**config.mk**
```make
export PLATFORM = sky130hd
export DESIGN_NAME = conv_loader
export DESIGN_NICKNAME = d
export VERILOG_FILES = /design/src/rtl/conv_loader.sv
export SDC_FILE = /design/constraint.sdc
export NUM_CORES = 1
export LEC_CHECK = 0
export ABC_AREA = 1
export BUFFER_PORTS_ARGS = -buffer_cell sky130_fd_sc_hd__buf_2
export CELL_PAD_IN_SITES_DETAIL_PLACEMENT = 0
export CELL_PAD_IN_SITES_GLOBAL_PLACEMENT = 1
export CORE_ASPECT_RATIO = 0.8
export CORE_UTILIZATION = 42
export CTS_CLUSTER_DIAMETER = 60
export DETAILED_ROUTE_END_ITERATION = 8
export GPL_ROUTABILITY_DRIVEN = 0
export PLACE_DENSITY = 0.85
export SLEW_MARGIN = 20
export SYNTH_ARGS = -nofsm -noshare
export SYNTH_HDL_FRONTEND = slang
export SYNTH_SLANG_ARGS = --single-unit
```
**constraint.sdc**
```tcl
create_clock -name clk -period 5 [get_ports clk]
set_clock_uncertainty 0.15 [all_clocks]
set_input_delay 0.25 -clock clk [delete_from_list [all_inputs] [get_ports clk]]
set_output_delay 0.25 -clock clk [all_outputs]
set_load 0.03 [all_outputs]
```
**src/rtl/conv_loader.sv**
```systemverilog
// conv_loader: assembles an x/h sample frame from a serial valid/ready stream and holds it until acked
module conv_loader #(
  parameter int WIDTH = 4,
  parameter int N = 8
) (
  input  logic                 clk,
  input  logic                 rst_n,
  input  logic [WIDTH-1:0]     in_data,
  input  logic                 in_valid,
  output logic                 in_ready,
  input  logic                 clear,
  output logic [N*WIDTH-1:0]   x_flat,
  output logic [N*WIDTH-1:0]   h_flat,
  output logic                 frame_valid,
  input  logic                 frame_ack,
  output logic [7:0]           frame_count
);
  localparam int IW = $clog2(N);
  typedef enum logic [1:0] {LOAD_X, LOAD_H, HOLD} state_t;
  state_t state;
  logic [IW-1:0] idx;
  logic last;
  assign in_ready = rst_n && (state != HOLD);
  assign last = idx == IW'(N - 1);
  always_ff @(posedge clk or negedge rst_n) begin
    if (!rst_n) begin
      state       <= LOAD_X;
      idx         <= '0;
      x_flat      <= '0;
      h_flat      <= '0;
      frame_valid <= 1'b0;
      frame_count <= '0;
    end else if (clear) begin
      state       <= LOAD_X;
      idx         <= '0;
      frame_valid <= 1'b0;
    end else begin
      case (state)
        LOAD_X: if (in_valid) begin
          x_flat[WIDTH*idx +: WIDTH] <= in_data;
          idx   <= last ? '0 : idx + 1'b1;
          state <= last ? LOAD_H : LOAD_X;
        end
        LOAD_H: if (in_valid) begin
          h_flat[WIDTH*idx +: WIDTH] <= in_data;
          idx <= last ? '0 : idx + 1'b1;
          if (last) begin
            state       <= HOLD;
            frame_valid <= 1'b1;
            frame_count <= frame_count + 8'd1;
          end
        end
        default: if (frame_ack) begin
          state       <= LOAD_X;
          frame_valid <= 1'b0;
        end
      endcase
    end
  end
endmodule

```
# After elaboration in Yosys (flattened, before gate mapping)
# Cells that the tools add are included.
[word_totals]
reg_bits = 78
inputBits = 9
[classes]
eq_ne = 7
n_reduce_logical = 13
add_sub_neg = 3
bitwise = 1
shift = 2
muxes = 18
[op_table]
columns = ["operator", "count"]
rows = [
  ["bitwise mux 32 bit", 2],
  ["negation 5 -> 34 bit", 1],
  ["variable shift 4 x 34 -> 32 bit, first input constant", 1],
  ["variable part select 4 x 34 -> 32 bit", 1],
  ["two-way mux 3 bit", 4],
  ["AND reduction 4 bit", 3],
  ["two-way mux 2 bit", 5],
  ["!= test 3 bit, second input constant", 3],
  ["adder 8 x 1 -> 8 bit, second input constant", 1],
  ["AND reduction 3 bit", 2],
  ["two-way mux 1 bit", 5],
  ["!= test 2 bit, second input constant", 2],
  ["one-hot mux 2 bit (2 select lines)", 1],
  ["nonzero test 2 bit", 2],
  ["nonzero test 4 bit", 1],
  ["adder 3 x 1 -> 3 bit, second input constant", 1],
  ["== test 3 bit, second input constant", 1],
  ["nonzero test 3 bit", 1],
  ["== test 2 x 1 -> 1 bit, second input constant", 1],
  ["zero test 2 bit", 1],
  ["one-hot mux 1 bit (2 select lines)", 1],
  ["AND reduction 2 bit", 1],
  ["OR reduction 2 bit", 1],
  ["logical AND 1 bit", 1],
  ["NOT 1 bit", 1],
]

# Logic depth before layout (Yosys ltp)
# Gate-level depths: netlist (run 1).
[depth]
word_depth = 5
mapped_depth = 9
mapped_depth_nobuf = 9

# Worst setup path before layout (run 1)
# OpenSTA, ideal clock, no wires.
[synth_path]
path_type = "flip-flop to flip-flop"
from = "register idx[0]"
to = "register h_flat[16]"
path_slack_ns = 2.801
stages_incl_launch_ff = 9
t_arrival_ns = 1.933
path_buffers = 0
period_less_slack_ns = 2.199
setup_time_ns = 0.117
cell_sequence = "dfrtp_1 inv_2 ha_1 ha_1 inv_1 a21oi_1 nand3_1 nand2_1 nand2_1"
[synth_via]
elab_chain_len = 3
[synth_rtl]
columns = ["item", "line", "source"]
rows = [
  ["start, declared", "21", "logic [IW-1:0] idx;"],
  ["start signal, assigned", "41", "idx <= last ? '0 : idx + 1'b1;"],
  ["start signal, assigned", "46", "idx <= last ? '0 : idx + 1'b1;"],
  ["negation 5 -> 34 bit *", "45", "h_flat[WIDTH*idx +: WIDTH] <= in_data;"],
  ["variable part select 4 x 34 -> 32 bit or variable shift 4 x 34 -> 32 bit (tied branches)", "45", ""],
  ["bitwise mux 32 bit *", "45", ""],
  ["end signal, assigned by index", "45", ""],
  ["end, declared", "13", "output logic [N*WIDTH-1:0] h_flat,"],
]
# Every way passes the cells marked *; elsewhere a longest branch is shown, timed or not.
# A chain may end at the register's enable or synchronous reset.

# Worst setup path in the final report (run 1)
[layout_path]
from = "register idx[0]"
to = "register x_flat[11]"
[layout_via]
elab_chain_len = 3
[layout_rtl]
columns = ["item", "line", "source"]
rows = [
  ["negation 5 -> 34 bit *", "40", "x_flat[WIDTH*idx +: WIDTH] <= in_data;"],
  ["variable part select 4 x 34 -> 32 bit or variable shift 4 x 34 -> 32 bit (tied branches)", "40", ""],
  ["bitwise mux 32 bit *", "40", ""],
  ["end signal, assigned by index", "40", ""],
  ["end, declared", "12", "output logic [N*WIDTH-1:0] x_flat,"],
]
# Marked as above.

==> impl_results.md, run 1 <==
* Post-synthesis sequential element count at 78
* Slew @ Worst Pin at roughly 0.77 ns
* Htree depth at 3
* Sequential element share of the synthesized area at 0.5405
* Final worst-path cycle share at 0.5713
* Overall Global Routing Usage at 0.2167
* Post-cts resize count at 0
* Utilization after layout at 0.5403
* Initial Utilization at 0.4443
* Floorplan die width at 105.7 um
* Layout fillers at 821
* XOR/XNOR Fraction of Synth Area at 0.004851
* Setup TNS at 0 ns
* Critical Path Sink Type: flip-flop
* Half-perimeter wire length after detailed placement at ~6.6 mm
* Worst-case hold slack at between 0.04 and 0.05 ns
* Inserted Diodes at 0
* Post-synthesis cell count at 448
* RSZ-0062 raised after global routing: false
* Final global-route overflow total at 0
* Leading cell types in the layout, fill and taps excluded: sky130_fd_sc_hd__nand2_1 (190), sky130_fd_sc_hd__buf_2 (81), sky130_fd_sc_hd__dfrtp_1 (78)
* Required time of the critical path at roughly 5 ns
* Max Fclk at roughly 350 MHz
* Routed via count at about 3300
* Outcome: finished clean
* Vias in the first global route at 3102
* Number of distinct library cell variants in the gate-level netlist after synthesis at 21
* Pwr Density at approximately 320 nW/um^2
* Pin count of the biggest net entering global routing at 48
* Post-synthesis simple-gate area fraction at 0.3714
* Synth area leaders: sky130_fd_sc_hd__dfrtp_1 (54%), sky130_fd_sc_hd__nand2_1 (20%), sky130_fd_sc_hd__nand3_1 (9.1%)
* Clock root buffer: sky130_fd_sc_hd__clkbuf_8
* Largest family of logic cells by synthesized area: simple AND/OR/NAND/NOR gates
* Placement Rows at 29
* Post-synthesis compound-gate area fraction at 0.02010
* Final antenna-violating net count at 0
* Final slew viol count at 0
* Share of the synthesized area in the top cell type at 0.5405
* Fraction of final layout cells sized beyond drive strength 1 at 0.1996
* Setup violation total in the final timing report at 0
* Tightest Hold Check Type: in -> reg
* Nets in the synthesized netlist at 465
* Die footprint at 8975 sq um
* Overall power of the completed layout at roughly 1400 uW
* Final nets at around 550
* CTS tree: yes
* Number of hold violations in the final report at 0
* Clock sink total at roughly 80
* Cell taking the most area after synthesis: sky130_fd_sc_hd__dfrtp_1
* P&R area growth vs syn at 21.62%
* Number of design-rule violations left by the first detailed-router iteration at ~190
* Worst VDD drop at 0.1728 mV
* Leading cell type in the layout, fill and taps excluded: sky130_fd_sc_hd__nand2_1
* Endpoint arrival time on the critical path at between 2 and 3 ns
* Register clock-pin slew on the reported worst setup and hold paths at around 0.080 ns
* Category of the most critical setup path: reg -> reg
* Port Buf Inserts at between 80 and 90
* Pre-Repair DR Iteration Count at 4
* Mux cell area share after synthesis at 0
* Number of maximum-capacitance violations at 0
* Number of warnings printed during yosys synthesis at 0
* Clock network latency to the later pin of the worst-skew pair at between 0.3 and 0.4 ns
* Via count normalized by instance count at 5.009
* I/O pin count at 83
* Die Span Y at 84.94 um
* First-pass GRT wire length at 15.30 mm
* TritonCTS Buffers at 9
* Crit start category: flip-flop
* Headroom to the max-slew limit at 0.4872
* DRC errors left at 0
* Netlist Area Pre-Place at roughly 3600 sq um
* Routed WL per cell at approximately 14 um
* Number of buffers inserted by hold repair at cts at 1
* Pleak at 0.002526 uW
* Post-route minimum period at between 2 and 3 ns
* Clock Tree Buf Depth at 2
* Mapped Avg Cell Area at ~8 sq um
* Post-CTS setup buffers at 0
* Synthesized-area fraction occupied by adder cells at 0.02772
* Largest driver fanout on the critical path at 11
* Initial antenna violation count at 0
* Routed WL at ~9 mm
* Core box area at approximately 8000 sq um
[power by group]
group | switching [uW] | internal, uW | total, uW
combinational | 125 | 38.2 | 163
sequential | 10.9 | 649 | 660
clock | 225 | 342 | 567
[worst max-delay path: stages (launching register included)]
cell	delay, ns
sky130_fd_sc_hd__dfrtp_1	0.49
sky130_fd_sc_hd__inv_2	0.16
sky130_fd_sc_hd__ha_1	0.25
sky130_fd_sc_hd__ha_1	0.37
sky130_fd_sc_hd__inv_1	0.16
sky130_fd_sc_hd__a21oi_1	0.63
sky130_fd_sc_hd__nand3_1	0.34
sky130_fd_sc_hd__nand2_1	0.14
sky130_fd_sc_hd__nand2_1	0.05
[cells in the mapped netlist, drive strengths merged]
library cell	count
inv	22
a21boi	1
nand3	66
o21ai	10
clkbuf	4
xor2	1
nor3	1
nor2	45
ha	8
nand4	8
nand2	191
a21oi	3
buf	4
nand3b	4
clkinv	1
dfrtp	78
xnor2	1
[cell families after synthesis]
kind of cell / after synthesis
compound gates: 14
xor+xnor: 2
fa+ha+maj: 8
buf+inv: 31
flops: 78
simple gates: 315
[layer usage]
| metal | vias up | share of wire | track usage | routed length [um] |
|---|---|---|---|---|
| li1 | 1612 | - | - | - |
| met1 | 1527 | 0.51 | 0.3184 | 4546 |
| met2 | 98 | 0.42 | 0.3203 | 3786 |
| met3 | 14 | 0.060 | 0.05760 | 541 |
| met4 | 0 | 0.012 | 0.05051 | 107 |
| met5 | - | 0 | 0 | 0 |
[flip-flops by register name, indices dropped and copies added (netlist names)]
signal,flops
idx,3
x_flat,32
h_flat,32
state,2
frame_valid,1
frame_count,8
[metrics by stage]
step | cells | worst slack, ns | cell area (sq um)
6_report | 649 | 2.143 | 4392
5_1_grt | 649 | 1.928 | 4392
4_1_cts | 649 | 2.203 | 4392
3_5_place_dp | 633 | 2.225 | 4145
3_3_place_gp | 633 | 2.307 | 4145
2_1_floorplan | 448 | 2.801 | 3611
[layout make-up]
cell class | instances | area (sq um) | share of cell area
Clock buffer | 11 | 141.4 | 0.03219
Clock inverter | 4 | 95.09 | 0.02165
Timing Repair Buffer | 86 | 445.4 | 0.1014
Tap cell | 108 | 135.1 | 0.03077
Sequential cell | 78 | 1952 | 0.4444
Multi-Input combinational cell | 339 | 1536 | 0.3499
Inverter | 23 | 86.33 | 0.01966
[path summary, 6_finish.rpt]
kind | to | depth (start not counted) | startpoint | slack, ns
max | x_flat[11]$_DFFE_PN0P_ | 8 | idx[0]$_DFFE_PN0P_ | 2.14
min reg2reg | h_flat[25]$_DFFE_PN0P_ | 2 | h_flat[25]$_DFFE_PN0P_ | 0.32
max reg2reg | x_flat[11]$_DFFE_PN0P_ | 8 | idx[0]$_DFFE_PN0P_ | 2.14
max in group asynchronous | h_flat[31]$_DFFE_PN0P_ | 3 | rst_n | 3.51
min in group asynchronous | h_flat[2]$_DFFE_PN0P_ | 2 | rst_n | 0.23
min | state[1]$_DFFE_PN0P_ | 4 | frame_ack | 0.04
Power figures use the tool's default switching activity.
==> run 2, diff against run 1 <==
--- a/config.mk
+++ b/config.mk
@@ -10,11 +10,11 @@
 export CELL_PAD_IN_SITES_DETAIL_PLACEMENT = 0
 export CELL_PAD_IN_SITES_GLOBAL_PLACEMENT = 1
 export CORE_ASPECT_RATIO = 0.8
-export CORE_UTILIZATION = 42
+export CORE_UTILIZATION = 39
 export CTS_CLUSTER_DIAMETER = 60
 export DETAILED_ROUTE_END_ITERATION = 8
 export GPL_ROUTABILITY_DRIVEN = 0
-export PLACE_DENSITY = 0.85
+export PLACE_DENSITY = 0.8
 export SLEW_MARGIN = 20
 export SYNTH_ARGS = -nofsm -noshare
 export SYNTH_HDL_FRONTEND = slang
==> constraint.sdc (replaced) <==
create_clock -name clk -period 2.65 [get_ports clk]
set_clock_uncertainty 0.15 [all_clocks]
set_input_delay 0.1325 -clock clk [delete_from_list [all_inputs] [get_ports clk]]
set_output_delay 0.1325 -clock clk [all_outputs]
set_load 0.03 [all_outputs]
==> run 2 against run 1 <==
  * Sequential share of layout area shrank 1.8 points
  * Largest cell class unchanged
  * Sequential cell count is the same
  * Power grew 110%
  * First-iteration DRC count shrank 5.3%
  * Cell area grew 4.2%
  * Clock power grew 130%
  * Register-to-register slack lost 1.9 ns
  * Non-clock buffer count grew 10
  * Core utilization shrank 3.4 points
  * Wire length grew 3.9%
  * Cell count grew 2.8%
  * Global-route usage shrank 0.74 points
==> impl_results.md, run 2 (synthesized netlist as in run 1, its figures left out) <==
* Clock network latency to the later pin of the worst-skew pair at between 0.3 and 0.4 ns
* Leading cell types in the layout, fill and taps excluded: sky130_fd_sc_hd__nand2_1 (190), sky130_fd_sc_hd__buf_2 (81), sky130_fd_sc_hd__dfrtp_1 (78)
* Pwr Density at 631.6 nW/um^2
* Setup TNS at 0 ns
* Net switching fraction of the power at 0.2607
* Number of maximum-capacitance violations at 0
* Worst VDD drop at 0.4890 mV
* Headroom to the max-slew limit at 0.5836
* Floorplan die width at 109.6 um
* Inserted Diodes at 0
* Pin count of the biggest net entering global routing at 49
* Final nets at roughly 560
* Htree depth at 3
* Register clock-pin slew on the reported worst setup and hold paths at 0.06 ns
* Routed WL at about 9.3 mm
* Final slew viol count at 0
* Largest driver fanout on the critical path at 11
* Net Sw Power at roughly 750 uW
* Part of the power in registers at 0.433
* Die footprint at between 9000 and 10000 sq um
* Post-CTS setup buffers at 0
* DRC errors left at 0
* Crit start category: flip-flop
* Placement Rows at 31
* Outcome: finished clean
* P&R area growth vs syn at 26.72%
* Die Span Y at 88.07 um
* Layout Cell Area excl Fill at roughly 4600 sq um
* Endpoint arrival time on the critical path at approximately 2.5 ns
* Initial Utilization at 0.3996
* Slew @ Worst Pin at 0.6246 ns
* Required time of the critical path at about 2.7 ns
* Overall power of the completed layout at 2890 uW
* Core box area at between 9000 and 10000 sq um
* Hold path startpoint: clear
* Worst-case hold slack at about 0.011 ns
* Clock Tree Buf Depth at 2
* Port Buf Inserts at just over 80
* Routed via count at 3273
* Worst setup path start: idx[0]$_DFFE_PN0P_
* Vias in the first global route at ~3000
* Setup violation total in the final timing report at 0
* Part of the total power dissipated in combinational logic at 0.111
* Total internal power at around 2100 uW
* PnR worst setup slack at roughly 0.23 ns
* Place WS at 0.2695 ns
* Pleak at 0.002613 uW
* Final antenna-violating net count at 0
* Tightest Hold Check Type: in -> reg
* Number of design-rule violations left by the first detailed-router iteration at between 150 and 200
* Via count normalized by instance count at approximately 5
* Worst r2r src: idx[0]$_DFFE_PN0P_
* Routed WL per cell at roughly 14 um
* Critical Path Sink Type: flip-flop
* Max Fclk at a little over 400 MHz
* I/O pin count at just over 80
* Final worst-path cycle share at 0.9118
* Clock sink total at just under 80
* Number of hold violations in the final report at 0
* Half-perimeter wire length after detailed placement at ~6.8 mm
* Post-route minimum period at about 2.4 ns
* Category of the most critical setup path: reg -> reg
* Overall Global Routing Usage at 0.2092
* CTS tree: yes
* Largest registers ranked by flip-flop count: h_flat x32, x_flat x32, frame_count x8
* RSZ-0062 raised after global routing: false
* Layout fillers at 903
* Clock root buffer: sky130_fd_sc_hd__clkbuf_16
* Pre-Repair DR Iteration Count at 5
* TritonCTS Buffers at 9
* Final global-route overflow total at 0
* Initial antenna violation count at 0
* Post-Place Cell Area at about 4200 sq um
* First-pass GRT wire length at roughly 15 mm
* Fraction of final layout cells sized beyond drive strength 1 at 0.2101
* Leading cell type in the layout, fill and taps excluded: sky130_fd_sc_hd__nand2_1
* Clock network fraction of design power at 0.457
==> run 2: final cells by class <==
type	instances	area (sq um)	share of cell area
clock buffer	9	225.2	0.04922
timing repair buffer	96	533.0	0.1165
clock inverter	7	96.34	0.02106
multi-input combinational	339	1539	0.3363
inverter	23	86.33	0.01887
tap	115	143.9	0.03145
sequential	78	1952	0.4266
==> run 2: routing by layer <==
metal | global-route usage | wire length, um
met5 | 0 | 0
met2 | 0.3116 | 4067
met3 | 0.05060 | 528
met4 | 0.06182 | 101
met1 | 0.3022 | 4631
==> run 2: power by group through the flow <==
stage	clock network, uW	logic, uW	registers, uW
floorplan	0	134	1330
global placement	0	306	1270
detailed placement	0	313	1270
CTS	1340	321	1250
global route	1400	356	1250
finish	1320	321	1250
==> run 2: path summary, 6_finish.rpt <==
kind | to | slack [ns] | cells after the start
min in group asynchronous | h_flat[25]$_DFFE_PN0P_ | 0.12 | 2
hold reg to reg | frame_valid$_DFFE_PN0P_ | 0.32 | 2
setup / recovery | x_flat[13]$_DFFE_PN0P_ | 0.23 | 9
hold / removal | state[1]$_DFFE_PN0P_ | 0.01 | 4
setup reg to reg | x_flat[13]$_DFFE_PN0P_ | 0.23 | 9
max in group asynchronous | frame_valid$_DFFE_PN0P_ | 1.26 | 3
==> run 2: timing repair <==
| action | in CTS | in global routing |
|---|---|---|
| setup endpoints to repair | 0 | 4 |
| endpoints found under the hold margin | 39 | 0 |
| hold buffers | 6 | 0 |
| gates resized for setup | 0 | 1 |
==> run 2: critical path, stage by stage (launching register included) <==
cell                      delay, ns
sky130_fd_sc_hd__dfrtp_1       0.49
sky130_fd_sc_hd__inv_2         0.17
sky130_fd_sc_hd__ha_1          0.25
sky130_fd_sc_hd__ha_1          0.38
sky130_fd_sc_hd__inv_1         0.08
sky130_fd_sc_hd__a21oi_1       0.25
sky130_fd_sc_hd__buf_4         0.20
sky130_fd_sc_hd__nand3_1       0.17
sky130_fd_sc_hd__nand2_1       0.12
sky130_fd_sc_hd__nand2_1       0.06
==> run 2: stage by stage <==
step | cells | util
after floorplan | 448 | -
after global placement | 645 | 0.4638
after detailed placement | 645 | 0.4638
after CTS | 667 | 0.5060
after global routing | 667 | 0.5063
final | 667 | 0.5063
==> run 3, diff against run 2 <==
--- a/config.mk
+++ b/config.mk
@@ -12,9 +12,11 @@
 export CORE_ASPECT_RATIO = 0.8
 export CORE_UTILIZATION = 39
 export CTS_CLUSTER_DIAMETER = 60
+export CTS_CLUSTER_SIZE = 12
 export DETAILED_ROUTE_END_ITERATION = 8
 export GPL_ROUTABILITY_DRIVEN = 0
 export PLACE_DENSITY = 0.8
+export REMOVE_ABC_BUFFERS = 1
 export SLEW_MARGIN = 20
 export SYNTH_ARGS = -nofsm -noshare
 export SYNTH_HDL_FRONTEND = slang
==> run 3 against run 2 <==
  * Power decreased by 8.5%
  * Via count up 1.0%
  * Fmax fell by 1.5%
  * Register-to-register slack lost 0.04 ns
  * Critical path depth stayed put
  * Worst setup slack got worse by 0.037 ns
==> impl_results.md, run 3 (synthesized netlist as in run 1, its figures left out) <==
* Outcome: finished clean
* Number of maximum-capacitance violations at 0
* Total internal power at roughly 1900 uW
* Clock network latency to the later pin of the worst-skew pair at roughly 0.34 ns
* Fraction of final layout cells sized beyond drive strength 1 at 0.2055
* Worst r2r src: idx[0]$_DFFE_PN0P_
* Slew @ Worst Pin at between 0.5 and 0.6 ns
* Htree depth at 3
* Worst hold path cell count at 5
* Initial antenna violation count at 0
* Net Sw Power at roughly 700 uW
* CP cell instances: inv_2 > ha_1 > ha_1 > inv_1 > a21oi_1 > buf_4 > nand3_1 > nand2_1 > nand2_1
* Routed WL at ~9.4 mm
* Half-perimeter wire length after detailed placement at a little under 7 mm
* DRC errors left at 0
* Leading cell type in the layout, fill and taps excluded: sky130_fd_sc_hd__nand2_1
* Routed WL per cell at 14.17 um
* Clock root buffer: sky130_fd_sc_hd__clkbuf_16
* Pleak at 0.002582 uW
* Clock sink total at 78
* Headroom to the max-slew limit at 0.6429
* Number of hold violations in the final report at 0
* End of the worst hold path: state[0]$_DFFE_PN0P_
* Crit start category: flip-flop
* Buf/Inv on CP at 3
* Part of the power in registers at 0.473
* Core box area at between 9000 and 10000 sq um
* Depth of the worst register-to-register path at 9
* Die footprint at ~9700 sq um
* Cell with the largest stage delay on the worst path: sky130_fd_sc_hd__dfrtp_1
* Initial Utilization at 0.3996
* Layout fillers at approximately 920
* Post-CTS setup buffers at 0
* Number of design-rule violations left by the first detailed-router iteration at 229
* Leading cell types in the layout, fill and taps excluded: sky130_fd_sc_hd__nand2_1 (190), sky130_fd_sc_hd__buf_2 (81), sky130_fd_sc_hd__dfrtp_1 (78)
* Layout Cells excl Fill at roughly 670
* Final nets at 563
* CTS tree: yes
* Routed via count at roughly 3300
* Clock Tree Buf Depth at 2
* Setup violation total in the final timing report at 0
* TritonCTS Buffers at 9
* Worst setup path start: idx[0]$_DFFE_PN0P_
* Final antenna-violating net count at 0
* Die Span Y at between 80 and 90 um
* Highest cell delay on the worst timing path at roughly 0.49 ns
* Clock network fraction of design power at 0.405
* Floorplan die width at approximately 110 um
* Part of the total power dissipated in combinational logic at 0.122
* Final slew viol count at 0
* Overall Global Routing Usage at 0.2138
* Largest registers ranked by flip-flop count: h_flat x32, x_flat x32, frame_count x8
* Placement Rows at 31
* Endpoint arrival time on the critical path at 2.53 ns
* Worst VDD drop at between 0.3 and 0.4 mV
* Largest driver fanout on the critical path at 11
* Pin count of the biggest net entering global routing at between 40 and 50
* Register clock-pin slew on the reported worst setup and hold paths at around 0.060 ns
* Worst reg-to-reg setup slack at between 0.15 and 0.2 ns
* Category of the most critical setup path: reg -> reg
* I/O pin count at 83
* Net switching fraction of the power at 0.2710
* First-pass GRT wire length at approximately 16 mm
* Tightest Hold Check Type: in -> reg
* Vias in the first global route at ~3000
* Critical Path Sink Type: flip-flop
* Pre-Repair DR Iteration Count at 5
* Delay-heaviest family, CP: adder cells
* Port Buf Inserts at 82
* Setup TNS at 0 ns
* Reg2reg end: h_flat[13]$_DFFE_PN0P_
* Post-route minimum period at around 2.5 ns
* Inserted Diodes at 0
* Final global-route overflow total at 0
* Required time of the critical path at roughly 2.7 ns
* # placed instances at approximately 640
* P&R area growth vs syn at 24.74%
* Pwr Density at roughly 600 nW/um^2
* Final worst-path cycle share at 0.9260
* RSZ-0062 raised after global routing: false
* Hold path startpoint: clear
* Max Fclk at ~410 MHz
* Via count normalized by instance count at roughly 5
[run 3: changes by cell type in the layout (fill, tap and decap cells not counted), sizes merged]
cell,previous run,this run
inv,23,22
buf,90,88
clkinv,5,7
dlygate4sd3,6,7
bufinv,2,0
[run 3: worst max path at each step]
| stage | endpoint | depth (start not counted) |
|---|---|---|
| after floorplan | frame_count[3]$_DFFE_PN0P_ | 6 |
| after global placement | x_flat[3]$_DFFE_PN0P_ | 9 |
| after detailed placement | x_flat[1]$_DFFE_PN0P_ | 9 |
| after CTS | x_flat[1]$_DFFE_PN0P_ | 8 |
| after global routing | x_flat[17]$_DFFE_PN0P_ | 9 |
| final | h_flat[13]$_DFFE_PN0P_ | 9 |
[run 3: final cells by class]
type                       count  area [sq um]  area share
multi-input combinational    339          1539      0.3417
tap                          115         143.9     0.03194
inverter                      23         86.33     0.01917
sequential                    78          1952      0.4333
clock buffer                   9         225.2     0.05000
timing repair buffer          95         528.0      0.1172
clock inverter                 6         30.03    0.006667
[run 3: worst register-to-register path, cell delays in order (launching register included)]
cell and delay [ns]:
sky130_fd_sc_hd__dfrtp_1 0.49, sky130_fd_sc_hd__inv_2 0.16, sky130_fd_sc_hd__ha_1 0.25, sky130_fd_sc_hd__ha_1 0.39, sky130_fd_sc_hd__inv_1 0.08, sky130_fd_sc_hd__a21oi_1 0.31, sky130_fd_sc_hd__buf_4 0.21, sky130_fd_sc_hd__nand3_1 0.14
sky130_fd_sc_hd__nand2_1 0.11, sky130_fd_sc_hd__nand2_1 0.05
[run 3: what timing repair did]
action                                  in CTS  in global routing
endpoints found under the setup margin       0                  2
hold buffers                                 7                  0
endpoints found under the hold margin       87                  0
resized for setup                            0                  1
[run 3: power groups by stage]
stage	Clock (uW)	Combinational (uW)	Sequential [uW]
floorplan	0	128	1330
global placement	0	309	1270
detailed placement	0	312	1270
CTS	1110	321	1250
global route	1150	361	1250
finish	1070	322	1250
[run 3: metal layers]
layer / vias to the layer above / track usage / wire, um
met5: - / 0 / 0
met4: 0 / 0.06303 / 172
met3: 15 / 0.06994 / 621
met2: 97 / 0.3076 / 3988
met1: 1567 / 0.3066 / 4638
li1: 1628 / - / -
[run 3: metrics by stage]
stage | util | worst slack, ns | total power (uW) | instance area [sq um] | hold slack (ns)
final | 0.4984 | 0.1962 | 2644 | 4504 | 0.07572
after global routing | 0.4984 | 0.09273 | 2763 | 4504 | 0.1263
after CTS | 0.4981 | 0.2557 | 2679 | 4502 | 0.05925
after detailed placement | 0.4621 | 0.2656 | 1585 | 4177 | 0.1159
after global placement | 0.4621 | 0.3890 | 1581 | 4177 | 0.1140
after floorplan | - | 0.06750 | 1463 | 3570 | -0.3131
